[src/rtl/el2_dccm_wr_buf.sv]
`default_nettype none
// ============================================================================
// Module   : el2_dccm_wr_buf
// Purpose  : In-order store buffer feeding the DCCM write port, with
//            youngest-match forwarding and youngest-entry coalescing.
// Revision : 1.0 - initial release
// ============================================================================
module el2_dccm_wr_buf #(
  parameter int DEPTH            = 4,
  parameter int DCCM_BITS        = 16,
  parameter int DCCM_FDATA_WIDTH = 39
) (
  input  logic                        clk,
  input  logic                        rst,
  input  logic                        st_valid,
  output logic                        st_ready,
  input  logic [DCCM_BITS-1:0]        st_addr_lo,
  input  logic [DCCM_BITS-1:0]        st_addr_hi,
  input  logic [DCCM_FDATA_WIDTH-1:0] st_data_lo,
  input  logic [DCCM_FDATA_WIDTH-1:0] st_data_hi,
  input  logic                        dccm_rden,
  input  logic [DCCM_BITS-1:0]        fwd_addr,
  output logic                        fwd_hit,
  output logic [DCCM_FDATA_WIDTH-1:0] fwd_data,
  output logic                        dccm_wren,
  output logic [DCCM_BITS-1:0]        dccm_wr_addr_lo,
  output logic [DCCM_BITS-1:0]        dccm_wr_addr_hi,
  output logic [DCCM_FDATA_WIDTH-1:0] dccm_wr_data_lo,
  output logic [DCCM_FDATA_WIDTH-1:0] dccm_wr_data_hi,
  output logic                        buf_empty,
  output logic                        buf_full
);

  localparam int c_AW = $clog2(DEPTH);
  localparam int c_PW = c_AW + 1;

  logic [DCCM_BITS-1:0]        addr_lo_q [DEPTH];
  logic [DCCM_BITS-1:0]        addr_hi_q [DEPTH];
  logic [DCCM_FDATA_WIDTH-1:0] data_lo_q [DEPTH];
  logic [DCCM_FDATA_WIDTH-1:0] data_hi_q [DEPTH];

  logic [c_PW-1:0] wr_ptr_q, wr_ptr_d;
  logic [c_PW-1:0] rd_ptr_q, rd_ptr_d;
  logic [c_PW-1:0] count_q, count_d;

  logic                        dccm_wren_q;
  logic [DCCM_BITS-1:0]        wr_addr_lo_q, wr_addr_hi_q;
  logic [DCCM_FDATA_WIDTH-1:0] wr_data_lo_q, wr_data_hi_q;

  logic            w_drain_fire;
  logic            w_accept;
  logic            w_coalesce;
  logic            w_push;
  logic            w_young_is_head;
  logic [c_PW-1:0] w_young_ptr;
  logic [c_AW-1:0] w_wr_idx, w_rd_idx, w_young_idx;
  logic            w_fwd_hit;
  logic [DCCM_FDATA_WIDTH-1:0] w_fwd_data;

  function automatic logic [c_PW-1:0] f_inc(input logic [c_PW-1:0] p);
    return (p == c_PW'(DEPTH - 1)) ? '0 : p + c_PW'(1);
  endfunction

  assign w_wr_idx        = wr_ptr_q[c_AW-1:0];
  assign w_rd_idx        = rd_ptr_q[c_AW-1:0];
  assign w_young_ptr     = (wr_ptr_q == '0) ? c_PW'(DEPTH - 1) : wr_ptr_q - c_PW'(1);
  assign w_young_idx     = w_young_ptr[c_AW-1:0];
  assign w_young_is_head = (w_young_ptr == rd_ptr_q);

  assign buf_full     = (count_q == c_PW'(DEPTH));
  assign buf_empty    = (count_q == '0) && !dccm_wren_q;
  assign w_drain_fire = (count_q != '0) && !dccm_rden;
  assign st_ready     = !buf_full || w_drain_fire;
  assign w_accept     = st_valid && st_ready;

  // Merge into the youngest entry only if it is not leaving this cycle
  assign w_coalesce = w_accept && (count_q != '0)
                   && (st_addr_lo == addr_lo_q[w_young_idx])
                   && (st_addr_hi == addr_hi_q[w_young_idx])
                   && !(w_drain_fire && w_young_is_head);
  assign w_push     = w_accept && !w_coalesce;

  always_comb begin
    wr_ptr_d = w_push ? f_inc(wr_ptr_q) : wr_ptr_q;
    rd_ptr_d = w_drain_fire ? f_inc(rd_ptr_q) : rd_ptr_q;
    count_d  = count_q;
    if (w_push && !w_drain_fire) begin
      count_d = count_q + c_PW'(1);
    end else if (!w_push && w_drain_fire) begin
      count_d = count_q - c_PW'(1);
    end
  end

  always_ff @(posedge clk) begin
    if (w_coalesce) begin
      data_lo_q[w_young_idx] <= st_data_lo;
      data_hi_q[w_young_idx] <= st_data_hi;
    end else if (w_push) begin
      addr_lo_q[w_wr_idx] <= st_addr_lo;
      addr_hi_q[w_wr_idx] <= st_addr_hi;
      data_lo_q[w_wr_idx] <= st_data_lo;
      data_hi_q[w_wr_idx] <= st_data_hi;
    end
  end

  always_ff @(posedge clk) begin
    if (rst) begin
      wr_ptr_q     <= '0;
      rd_ptr_q     <= '0;
      count_q      <= '0;
      dccm_wren_q  <= 1'b0;
      wr_addr_lo_q <= '0;
      wr_addr_hi_q <= '0;
      wr_data_lo_q <= '0;
      wr_data_hi_q <= '0;
    end else begin
      wr_ptr_q    <= wr_ptr_d;
      rd_ptr_q    <= rd_ptr_d;
      count_q     <= count_d;
      dccm_wren_q <= w_drain_fire;
      if (w_drain_fire) begin
        wr_addr_lo_q <= addr_lo_q[w_rd_idx];
        wr_addr_hi_q <= addr_hi_q[w_rd_idx];
        wr_data_lo_q <= data_lo_q[w_rd_idx];
        wr_data_hi_q <= data_hi_q[w_rd_idx];
      end
    end
  end

  // Walk oldest to youngest so the last match seen is the youngest;
  // the in-flight write is older than anything still buffered.
  always_comb begin
    logic [c_AW-1:0] idx;
    idx        = '0;
    w_fwd_hit  = 1'b0;
    w_fwd_data = '0;
    if (dccm_wren_q) begin
      if (fwd_addr == wr_addr_lo_q) begin
        w_fwd_hit  = 1'b1;
        w_fwd_data = wr_data_lo_q;
      end else if (fwd_addr == wr_addr_hi_q) begin
        w_fwd_hit  = 1'b1;
        w_fwd_data = wr_data_hi_q;
      end
    end
    for (int i = 0; i < DEPTH; i++) begin
      idx = w_rd_idx + c_AW'(i);
      if (c_PW'(i) < count_q) begin
        if (fwd_addr == addr_lo_q[idx]) begin
          w_fwd_hit  = 1'b1;
          w_fwd_data = data_lo_q[idx];
        end else if (fwd_addr == addr_hi_q[idx]) begin
          w_fwd_hit  = 1'b1;
          w_fwd_data = data_hi_q[idx];
        end
      end
    end
  end

  assign fwd_hit         = w_fwd_hit;
  assign fwd_data        = w_fwd_data;
  assign dccm_wren       = dccm_wren_q;
  assign dccm_wr_addr_lo = wr_addr_lo_q;
  assign dccm_wr_addr_hi = wr_addr_hi_q;
  assign dccm_wr_data_lo = wr_data_lo_q;
  assign dccm_wr_data_hi = wr_data_hi_q;

endmodule
`default_nettype wire

[config.mk]
export PLATFORM = sky130hd
export DESIGN_NAME = el2_dccm_wr_buf
export DESIGN_NICKNAME = d
export VERILOG_FILES = /design/src/rtl/el2_dccm_wr_buf.sv
export SDC_FILE = /design/constraint.sdc
export NUM_CORES = 1
export LEC_CHECK = 0
export CORE_MARGIN = 4
export CORE_UTILIZATION = 63
export CTS_BUF_LIST = sky130_fd_sc_hd__clkbuf_8
export DETAILED_ROUTE_END_ITERATION = 12
export DONT_BUFFER_PORTS = 1
export PLACE_DENSITY = 0.79
export SETUP_SLACK_MARGIN = 0.4
export SLEW_MARGIN = 20
export SYNTH_ARGS = -nofsm -noshare
export SYNTH_HDL_FRONTEND = slang
export SYNTH_SLANG_ARGS = --single-unit
[constraint.sdc]
create_clock -name clk -period 13.9 [get_ports clk]
set_input_delay 2.085 -clock clk [delete_from_list [all_inputs] [get_ports clk]]
set_output_delay 2.085 -clock clk [all_outputs]
set_load 0.02 [all_outputs]
# Word-level counts from Yosys, hierarchy flattened
# Memory sizes are Yosys's and may differ from the RTL's. A register that Yosys moved wholly into a read port is not among the register bits.
# Cells that the tools add are included.
[totals]
input_bits = 130
ramBits = 440
elab_cells = 119
memories = 4
regBits = 120
[op_classes]
n_addsub = 8
mux = 54
n_lt_le_gt_ge = 4
n_reduce_logical = 25
n_eq_ne = 16
[memory_table]
columns = ["memory", "words", "word_bits", "read_ports", "rd_clocked_by_memory_dff", "wr", "line_no", "rtl"]
rows = [
  ["data_hi_q", 4, 39, 4, 1, 1, "40", "logic [DCCM_FDATA_WIDTH-1:0] data_hi_q [DEPTH];"],
  ["data_lo_q", 4, 39, 4, 1, 1, "39", "logic [DCCM_FDATA_WIDTH-1:0] data_lo_q [DEPTH];"],
  ["addr_hi_q", 4, 16, 5, 1, 1, "38", "logic [DCCM_BITS-1:0] addr_hi_q [DEPTH];"],
  ["addr_lo_q", 4, 16, 5, 1, 1, "37", "logic [DCCM_BITS-1:0] addr_lo_q [DEPTH];"],
]
[op_table]
columns = ["cell", "count"]
rows = [
  ["2-to-1 mux 39 bit", 17],
  ["== test 16 bit", 12],
  ["OR reduction 39 bit", 2],
  ["2-to-1 mux 1 bit", 22],
  ["2-to-1 mux 2 bit", 10],
  ["2-to-1 mux 3 bit", 5],
  ["logical AND 1 bit", 11],
  ["adder 3 x 1 -> 3 bit (second input constant)", 3],
  ["logical NOT 1 bit", 7],
  ["== test 3 x 2 -> 1 bit (second input constant)", 2],
  ["logical NOT 3 bit", 2],
  ["less-than comparator 1 x 3 -> 1 bit (first input constant)", 2],
  ["less-than comparator 2 x 3 -> 1 bit (first input constant)", 2],
  ["subtractor 3 x 1 -> 3 bit (second input constant)", 2],
  ["adder 2 bit (second input constant)", 2],
  ["== test 3 bit", 1],
  ["== test 3 bit (second input constant)", 1],
  ["nonzero test 3 bit", 1],
  ["adder 2 x 1 -> 2 bit (second input constant)", 1],
  ["nonzero test 2 bit", 1],
  ["logical OR 1 bit", 1],
]

# Depth between registers and ports, before layout
# Gate-level depths: netlist of run 1.
[depth]
word_depth = 16
depth_mapped = 22
mapped_depth_nobuf = 15

# Worst setup path after synthesis of run 1
# Ideal clock, no wire load.
[synth_timing]
kind = "input to register"
startpoint = "input port st_addr_hi[2]"
endpoint = "memory data_hi_q[3][0], enable pin"
arrival_time_ns = 7.635
n_path_buf = 1
stages = 6
setup_ns = 0.548
slack_ns = 5.717
path_cell_list = "xor2_1 -> or4_1 -> or4_1 -> o21ai_1 -> buf_2 -> mux2i_1"
[synth_via]
elab_chain_len = 10
elab_cells_between_ends = 13
classes_between = "eq/ne (1); mux (7); reduce/logical (5)"
[synth_rtl]
columns = ["item", "line_no", "rtl"]
rows = [
  ["from (decl)", "18", "input logic [DCCM_BITS-1:0] st_addr_hi,"],
  ["== test 16 bit (*)", "79", "&& (st_addr_hi == addr_hi_q[w_young_idx])"],
  ["logical AND 1 bit (*)", "79", ""],
  ["logical AND 1 bit (*)", "80", "&& !(w_drain_fire && w_young_is_head);"],
  ["logical NOT 1 bit", "81", "assign w_push = w_accept && !w_coalesce;"],
  ["logical AND 1 bit", "81", ""],
  ["2-to-1 mux 1 bit", "98", "end else if (w_push) begin"],
  ["2-to-1 mux 1 bit", "95", "if (w_coalesce) begin"],
  ["2-to-1 mux 1 bit (implied by the code)", "102", "data_hi_q[w_wr_idx] <= st_data_hi;"],
  ["OR reduction 39 bit (no source line)", "n/a", ""],
  ["2-to-1 mux 2 bit (no source line) / 2-to-1 mux 1 bit (equally long branches)", "n/a", ""],
  ["to (decl)", "40", ""],
]
# Mark *: on every way between the ends. The rest lies on a longest branch, timed or not.

# Worst setup path in the final report of run 1
[layout_timing]
startpoint = "register rd_ptr_q[1]"
endpoint = "output port fwd_data[3]"
[layout_via]
elab_chain_len = 12
elab_cells_between_ends = 22
classes_between = "add/sub (3); eq/ne (6); mux (9); memory (4)"
[layout_rtl]
columns = ["item", "line_no", "rtl"]
rows = [
  ["from (decl)", "43", "logic [c_PW-1:0] rd_ptr_q, rd_ptr_d;"],
  ["from (signal assigned)", "118", "rd_ptr_q <= rd_ptr_d;"],
  ["adder 2 x 1 -> 2 bit", "147", "idx = w_rd_idx + c_AW'(i);"],
  ["memory (4 x 16 bit)", "n/a", ""],
  ["== test 16 bit", "152", "end else if (fwd_addr == addr_hi_q[idx]) begin"],
  ["2-to-1 mux 39 bit", "152", ""],
  ["2-to-1 mux 39 bit", "149", "if (fwd_addr == addr_lo_q[idx]) begin"],
  ["2-to-1 mux 39 bit", "148", "if (c_PW'(i) < count_q) begin"],
  ["2-to-1 mux 39 bit", "152", ""],
  ["2-to-1 mux 39 bit", "149", ""],
  ["2-to-1 mux 39 bit", "148", ""],
  ["2-to-1 mux 39 bit", "152", ""],
  ["2-to-1 mux 39 bit", "149", ""],
  ["2-to-1 mux 39 bit (*)", "148", ""],
  ["to (decl)", "24", "output logic [DCCM_FDATA_WIDTH-1:0] fwd_data,"],
]
# Marks and branches as above.

==> impl_metrics.yaml, run 1 <==
setup_path:
  endpoint_kind: "primary output"
  startpoint_type: "flip-flop"
  path_class: "reg2out"
  arrival_ns: 7.24
  cp_max_fo: 68
  ff2ff_setup_slack_ns: 7.08
  crit_required_ns: 11.81
sta:
  rsz0062_at_grt: "false"
  fmax_mhz: 107
  fin_skew_ns: 0.0288
  period_share_pct: 67.1
  hold_viol: 0
  relSlewSlack_pct: 24.4
  fin_setup_tns_ns: 0
  slew_violations: 0
  timing.final.crit_period_ns: 9.32
  setup_viol: 0
  tightest_slew_ns: 1.13
drt:
  vias_per_cell: 7.39
  antenna_left: 0
  drcViolationCount: 1
  routedWlPerCell_um: 30.1
  num_vias: 25200
  dr.pass1.iters: 12
  first_iter_violations: 3079
  wl_um: 103000
clock_network:
  clock-root-buffer: "clkbuf_8"
  cts_tree: "built"
  cts_setup_buffers: 0
  cts.sinks: 562
  ctsResizeCount: 0
  numCtsBuffers: 91
  clock_latency_ns: 0.71
  htree_levels: 3
  cts_max_path_buffers: 3
  clk_transition_reported_paths_ns: 0.06
  hold_buffers: 0
synthesis:
  muxShareOfSynthArea_pct: 33.5
  synth_area_leaders: "edfxtp_1, mux4_2, mux2i_1"
  synth_largest_area_cell: "edfxtp_1"
  synth-edff-count: 440
  synth_area_sq_mm: 0.0354
  synth_fa_ha_area_share_pct: 0.389
  synth_top_area_share_pct: 37.3
  ys_seq_elements: 562
  synth.top_cells.by_count: "edfxtp_1, mux4_2, mux2i_1"
  postSynthCellCount: 2692
  synth_compound_area_share_pct: 5.97
  seq_area_frac_synth_pct: 44.2
  yosysMostFrequentCell: "edfxtp_1"
  synth_xor_area_share_pct: 4.85
  synthArstFlopShare_pct: 0
  syn_nets: 2833
  synth.distinct_cells: 54
  yosysWarningCount: 0
  synth-simple-area-share_pct: 7.60
  synth_top_flop_cell: "edfxtp_1"
  avgSynthCellArea_sq_um: 13.2
  synth_top_family_by_area: "multiplexers"
place:
  dpl.hpwl_um: 64100
  routabilityCongestion: 0.934
  port-buffer-count: 0
  dpl_cell_area_sq_mm: 0.0358
pwr:
  p_per_area_mw_per_mm2: 178
  combPwrFrac_pct: 38.0
  ir_worst_vdd_v: 0.000111
  p_clk_share_pct: 24.8
  p_leak_nw: 11.4
  p_switching_w: 0.00245
  swShare_pct: 36.3
  p_int_w: 0.00430
  seqPwrFrac_pct: 37.2
global_routing:
  grtUsageTotal_pct: 33.8
  overflow: 0
  grt_pass1_vias: 25000
  grt_pass1_wl_um: 154000
  grt_max_degree: 145
  antenna_found_initial: 2
cells_and_area:
  fin_area_sq_mm: 0.0380
  syn2layout_area_growth_pct: 7.40
  layout-drive-gt1-share_pct: 23.5
  layout.nets: 2730
die:
  rows: 86
  start_util_pct: 63.9
  core_region_area_sq_mm: 0.0554
  fp.dieH_um: 245
  die_x_um: 245
  io_pins: 284
  dieArea_sq_mm: 0.0601
status:
  status: "finished with violations"
  violations: "DRC"
flow_run:
  cap_violations: 0
min_path:
  hold_path.class: "reg2reg"
## cell usage in the layout (no fill, tap or decap), types with 5 or more instances in the layout
cell type   count
clkinv_1        8
o2111ai_1      26
buf_4          43
dfxtp_1       117
clkbuf_8      103
mux4_2        361
xor2_1         50
nor2_4          5
nor2b_1        27
nand3b_1       25
ha_1            9
nand4_1        41
nand2b_1        5
o211ai_1        6
inv_1          53
o21ai_0        57
edfxtp_1      440
nor2_1         88
mux2i_1       320
nor4_1         15
mux2_2         43
o21ai_1         6
nand3_1        48
nor3_1         26
a221oi_1       16
xnor2_1       146
nor3b_1        14
nand2_1       262
o221ai_1       11
a21oi_1       146
a32oi_1        26
bufinv_16      15
a31oi_1        35
clkinvlp_4      7
clkinv_2       14
## path summary, 6_finish.rpt
kind | startpoint | end | depth (start not counted)
max reg2reg | wr_ptr_q[0]$_SDFFE_PP0P_ | data_hi_q[0][38]$_DFFE_PP_ | 15
min reg2reg | rd_ptr_q[2]$_SDFFE_PP0P_ | rd_ptr_q[2]$_SDFFE_PP0P_ | 2
min | rd_ptr_q[2]$_SDFFE_PP0P_ | rd_ptr_q[2]$_SDFFE_PP0P_ | 2
max | rd_ptr_q[1]$_SDFFE_PP0P_ | fwd_data[3] | 12
## routing by layer
layer / up-vias / wire (um) / GRT usage [%] / part of all wire, %
met5: - / 17 / 0 / 0.017
met4: 2 / 5020 / 13.9 / 4.9
met3: 330 / 14100 / 12.5 / 14
met2: 1711 / 48400 / 53.8 / 47
met1: 12800 / 35300 / 42.3 / 34
li1: 10400 / - / - / -
## power groups by stage
stage                     combinational, W  sequential (W)  clock [W]
after global routing               0.00275         0.00254    0.00178
after global placement             0.00249         0.00252          0
after CTS                          0.00255         0.00250    0.00170
final                              0.00257         0.00251    0.00168
after detailed placement           0.00254         0.00254          0
after floorplan                    0.00213         0.00240          0
## logic make-up (layout without fill, tap and decap cells)
family	after synthesis	count (layout)
flops	562	562
mux	728	728
xor+xnor	196	196
fa+ha+maj	11	11
simple gates	572	572
compound gates	343	343
buf+inv	280	256
other cells	0	1
## flip-flops by register name, indices dropped and copies added (netlist names), named ones only
signal,count
data_hi_q,156
data_lo_q,156
addr_hi_q,64
addr_lo_q,64
dccm_wr_data_hi,39
dccm_wr_data_lo,39
dccm_wr_addr_hi,16
dccm_wr_addr_lo,16
count_q,3
rd_ptr_q,3
wr_ptr_q,3
dccm_wren,1
## cell type report
class / instances / area, sq um
inverters: 35 / 134
multi-input cells: 1850 / 18700
diodes: 1 / 2.50
fillers: 3782 / 17400
clock buffers: 103 / 1420
flip-flops and latches: 562 / 15700
well taps: 748 / 936
repair buffers: 49 / 408
clock inverters: 69 / 737
## worst max-delay path, cell delays in order (launching register included)
cell and delay [ns]:
dfxtp_4 1.02, ha_4 0.90, buf_4 0.87, mux4_2 0.43
xnor2_1 0.21, nand4_1 0.23, nor4_4 0.43, buf_4 0.42
nand2_1 0.17, a21boi_4 0.18, buf_4 0.61, o2111ai_1 0.22
a32oi_1 0.69
## metrics by stage
step           utilization (%)  hold slack (ns)  total power (W)  instances  setup slack [ns]
2_1_floorplan                -            0.432          0.00452       2692              5.72
3_3_place_gp              64.7            0.454          0.00501       3243              5.50
3_5_place_dp              64.7            0.456          0.00508       3243              5.38
4_1_cts                   68.6            0.464          0.00675       3415              4.59
5_1_grt                   68.6            0.485          0.00707       3417              4.35
6_report                  68.6            0.463          0.00675       3417              4.58
Power figures use the tool's default switching activity.
==> run 2: changes to the inputs <==
Settings changed: CORE_UTILIZATION 63 to 60.
Clock period 13.9 ns to 7.5 ns, I/O delays scaled along.
==> run 2 against run 1 <==
  * Critical path depth shrank 1
  * Sequential share of layout area grew 0.12 points
  * Die area up 4.8%
  * Non-clock buffer count grew 6
  * Via count is 0.85% higher
  * Worst setup slack worse by 3.8 ns
  * Combinational power rose by 88%
  * Utilization shrank 3.3 points
  * Global-route usage decreased by 1.1 points
  * The run now ends clean
  * Count of clock-buffer cells in the layout fell by 3
==> impl_metrics.yaml, run 2 (synthesis gave the netlist of run 1 again) <==
drt:
  dr_wl_met2_um: 51100
  dr.pass1.iters: 6
  num_vias: 25500
  first_iter_violations: 3208
  routed.top_layer: "met5"
  antenna_left: 0
  wl_met1_um: 36000
  vias_per_cell: 7.40
  dr_wl_met3_um: 14000
  drcViolationCount: 0
  wl_um: 106000
  routedWlPerCell_um: 30.8
global_routing:
  grt_pass1_vias: 25200
  overflow: 0
  grt_pass1_wl_um: 157000
  antenna_found_initial: 2
  grt_max_degree: 151
  grtUsageTotal_pct: 32.7
setup_path:
  reg2reg_to: "data_hi_q[2][19]$_DFFE_PP_"
  endpoint_kind: "primary output"
  path_cells: "ha_4 > buf_12 > mux4_2 > xnor2_1 > nand4_1 > nor4_4 > nor2_1 > nor2_4 > buf_12 > nor2_1 > a32oi_1"
  crit_required_ns: 6.38
  arrival_ns: 5.62
  worstRegToRegCells: 12
  path_delay_family: "simple AND/OR/NAND/NOR gates"
  worstReg2RegStart: "wr_ptr_q[1]$_SDFFE_PP0P_"
  slowest_delay_ns: 0.78
  crit_path_top_delay_cell: "dfxtp_4"
  startpoint_type: "flip-flop"
  cp_num_buf_inv: 2
  ff2ff_setup_slack_ns: 1.73
  cp_max_fo: 40
  path_class: "reg2out"
sta:
  timing.hold.ws_ns: 0.460
  rsz0062_at_grt: "false"
  slew_violations: 0
  fmax_mhz: 148
  period_share_pct: 89.9
  fin_setup_tns_ns: 0
  tightest_slew_ns: 1.10
  relSlewSlack_pct: 26.4
  hold_viol: 0
  fin_skew_ns: 0.0426
  timing.final.crit_period_ns: 6.74
  setup_viol: 0
cells_and_area:
  top_regs: "data_hi_q (156), data_lo_q (156)"
  final_cell_mix: "edfxtp_1, mux4_2, mux2i_1"
  layout_commonest_cell: "edfxtp_1"
  syn2layout_area_growth_pct: 7.09
  fin_area_sq_mm: 0.0379
  nFillCells: 4088
  instances_no_fill: 3439
  layout.nets: 2738
  layout-drive-gt1-share_pct: 23.2
min_path:
  hold_path.class: "reg2reg"
  hold_depth: 2
  min_from: "rd_ptr_q[2]$_SDFFE_PP0P_"
  hold-path-endpoint: "rd_ptr_q[2]$_SDFFE_PP0P_"
clock_network:
  clock_latency_ns: 0.73
  ctsResizeCount: 0
  clock-root-buffer: "clkbuf_8"
  clk_transition_reported_paths_ns: 0.06
  cts_setup_buffers: 0
  hold_buffers: 0
  cts_tree: "built"
  numCtsBuffers: 93
  cts.sinks: 562
  htree_levels: 3
  cts_max_path_buffers: 3
die:
  io_pins: 284
  die_x_um: 251
  dieArea_sq_mm: 0.0630
  start_util_pct: 61.0
  fp.dieH_um: 251
  rows: 88
  core_region_area_sq_mm: 0.0580
pwr:
  p_leak_nw: 11.4
  ir_worst_vdd_v: 0.000274
  p_per_area_mw_per_mm2: 321
status:
  status: "completed"
flow_run:
  cap_violations: 0
place:
  dpl_cell_area_sq_mm: 0.0360
  port-buffer-count: 0
  dpl.hpwl_um: 66200
  dpl.cell_count: 3266
  routabilityCongestion: 0.982
-- run 2: changes by cell type in the layout (fill, tap and decap cells not counted), sizes merged --
cell	before	now
buf	49	55
bufinv	15	5
clkbuf	103	100
clkinv	24	32
clkinvlp	7	3
inv	58	66
-- run 2: tightest hold or removal path, cell delays in order (launching register included) --
cell and delay (ns):
dfxtp_1 0.33, nand2_1 0.06, a21oi_1 0.03
-- run 2: routing by layer --
layer | vias up | GRT usage [%]
met5 | - | 0
met4 | 2 | 13.4
met3 | 334 | 10.3
met2 | 1884 | 53.4
met1 | 12800 | 41.1
li1 | 10400 | -
-- run 2: power breakdown --
| group | switching, W | total (W) | internal (W) | leakage, nW |
|---|---|---|---|---|
| logic | 0.00252 | 0.00484 | 0.00232 | 5.27 |
| registers | 0.000756 | 0.00464 | 0.00388 | 5.07 |
| clock network | 0.00128 | 0.00270 | 0.00142 | 1.05 |
| total | 0.00456 | 0.0122 | 0.00762 | 11.4 |
-- run 2: area by class of cell --
type                            count  area (sq um)  area share (%)
Antenna cell                        1          2.50         0.00660
Clock buffer                      100          1380            3.63
Clock inverter                     71           487            1.28
Inverter                           35           134           0.353
Multi-Input combinational cell   1850         18700            49.3
Sequential cell                   562         15700            41.3
Tap cell                          765           957            2.52
Timing Repair Buffer               55           591            1.56
-- run 2: per-stage QoR --
stage | util, % | setup slack (ns) | total power, W
5_1_grt | 65.3 | 0.563 | 0.0127
3_5_place_dp | 62.1 | 1.58 | 0.00946
3_3_place_gp | 62.1 | 1.57 | 0.00930
2_1_floorplan | - | -0.642 | 0.00838
6_report | 65.3 | 0.755 | 0.0122
4_1_cts | 65.3 | 0.782 | 0.0122
-- run 2: worst max path at each step --
stage | from | end | depth (start not counted)
finish | rd_ptr_q[1]$_SDFFE_PP0P_ | fwd_data[20] | 11
CTS | rd_ptr_q[1]$_SDFFE_PP0P_ | fwd_data[20] | 11
floorplan | wr_ptr_q[0]$_SDFFE_PP0P_ | data_hi_q[3][0]$_DFFE_PP_ | 15
global placement | rd_ptr_q[1]$_SDFFE_PP0P_ | fwd_data[10] | 11
detailed placement | rd_ptr_q[1]$_SDFFE_PP0P_ | fwd_data[20] | 11
global route | rd_ptr_q[1]$_SDFFE_PP0P_ | fwd_data[30] | 11
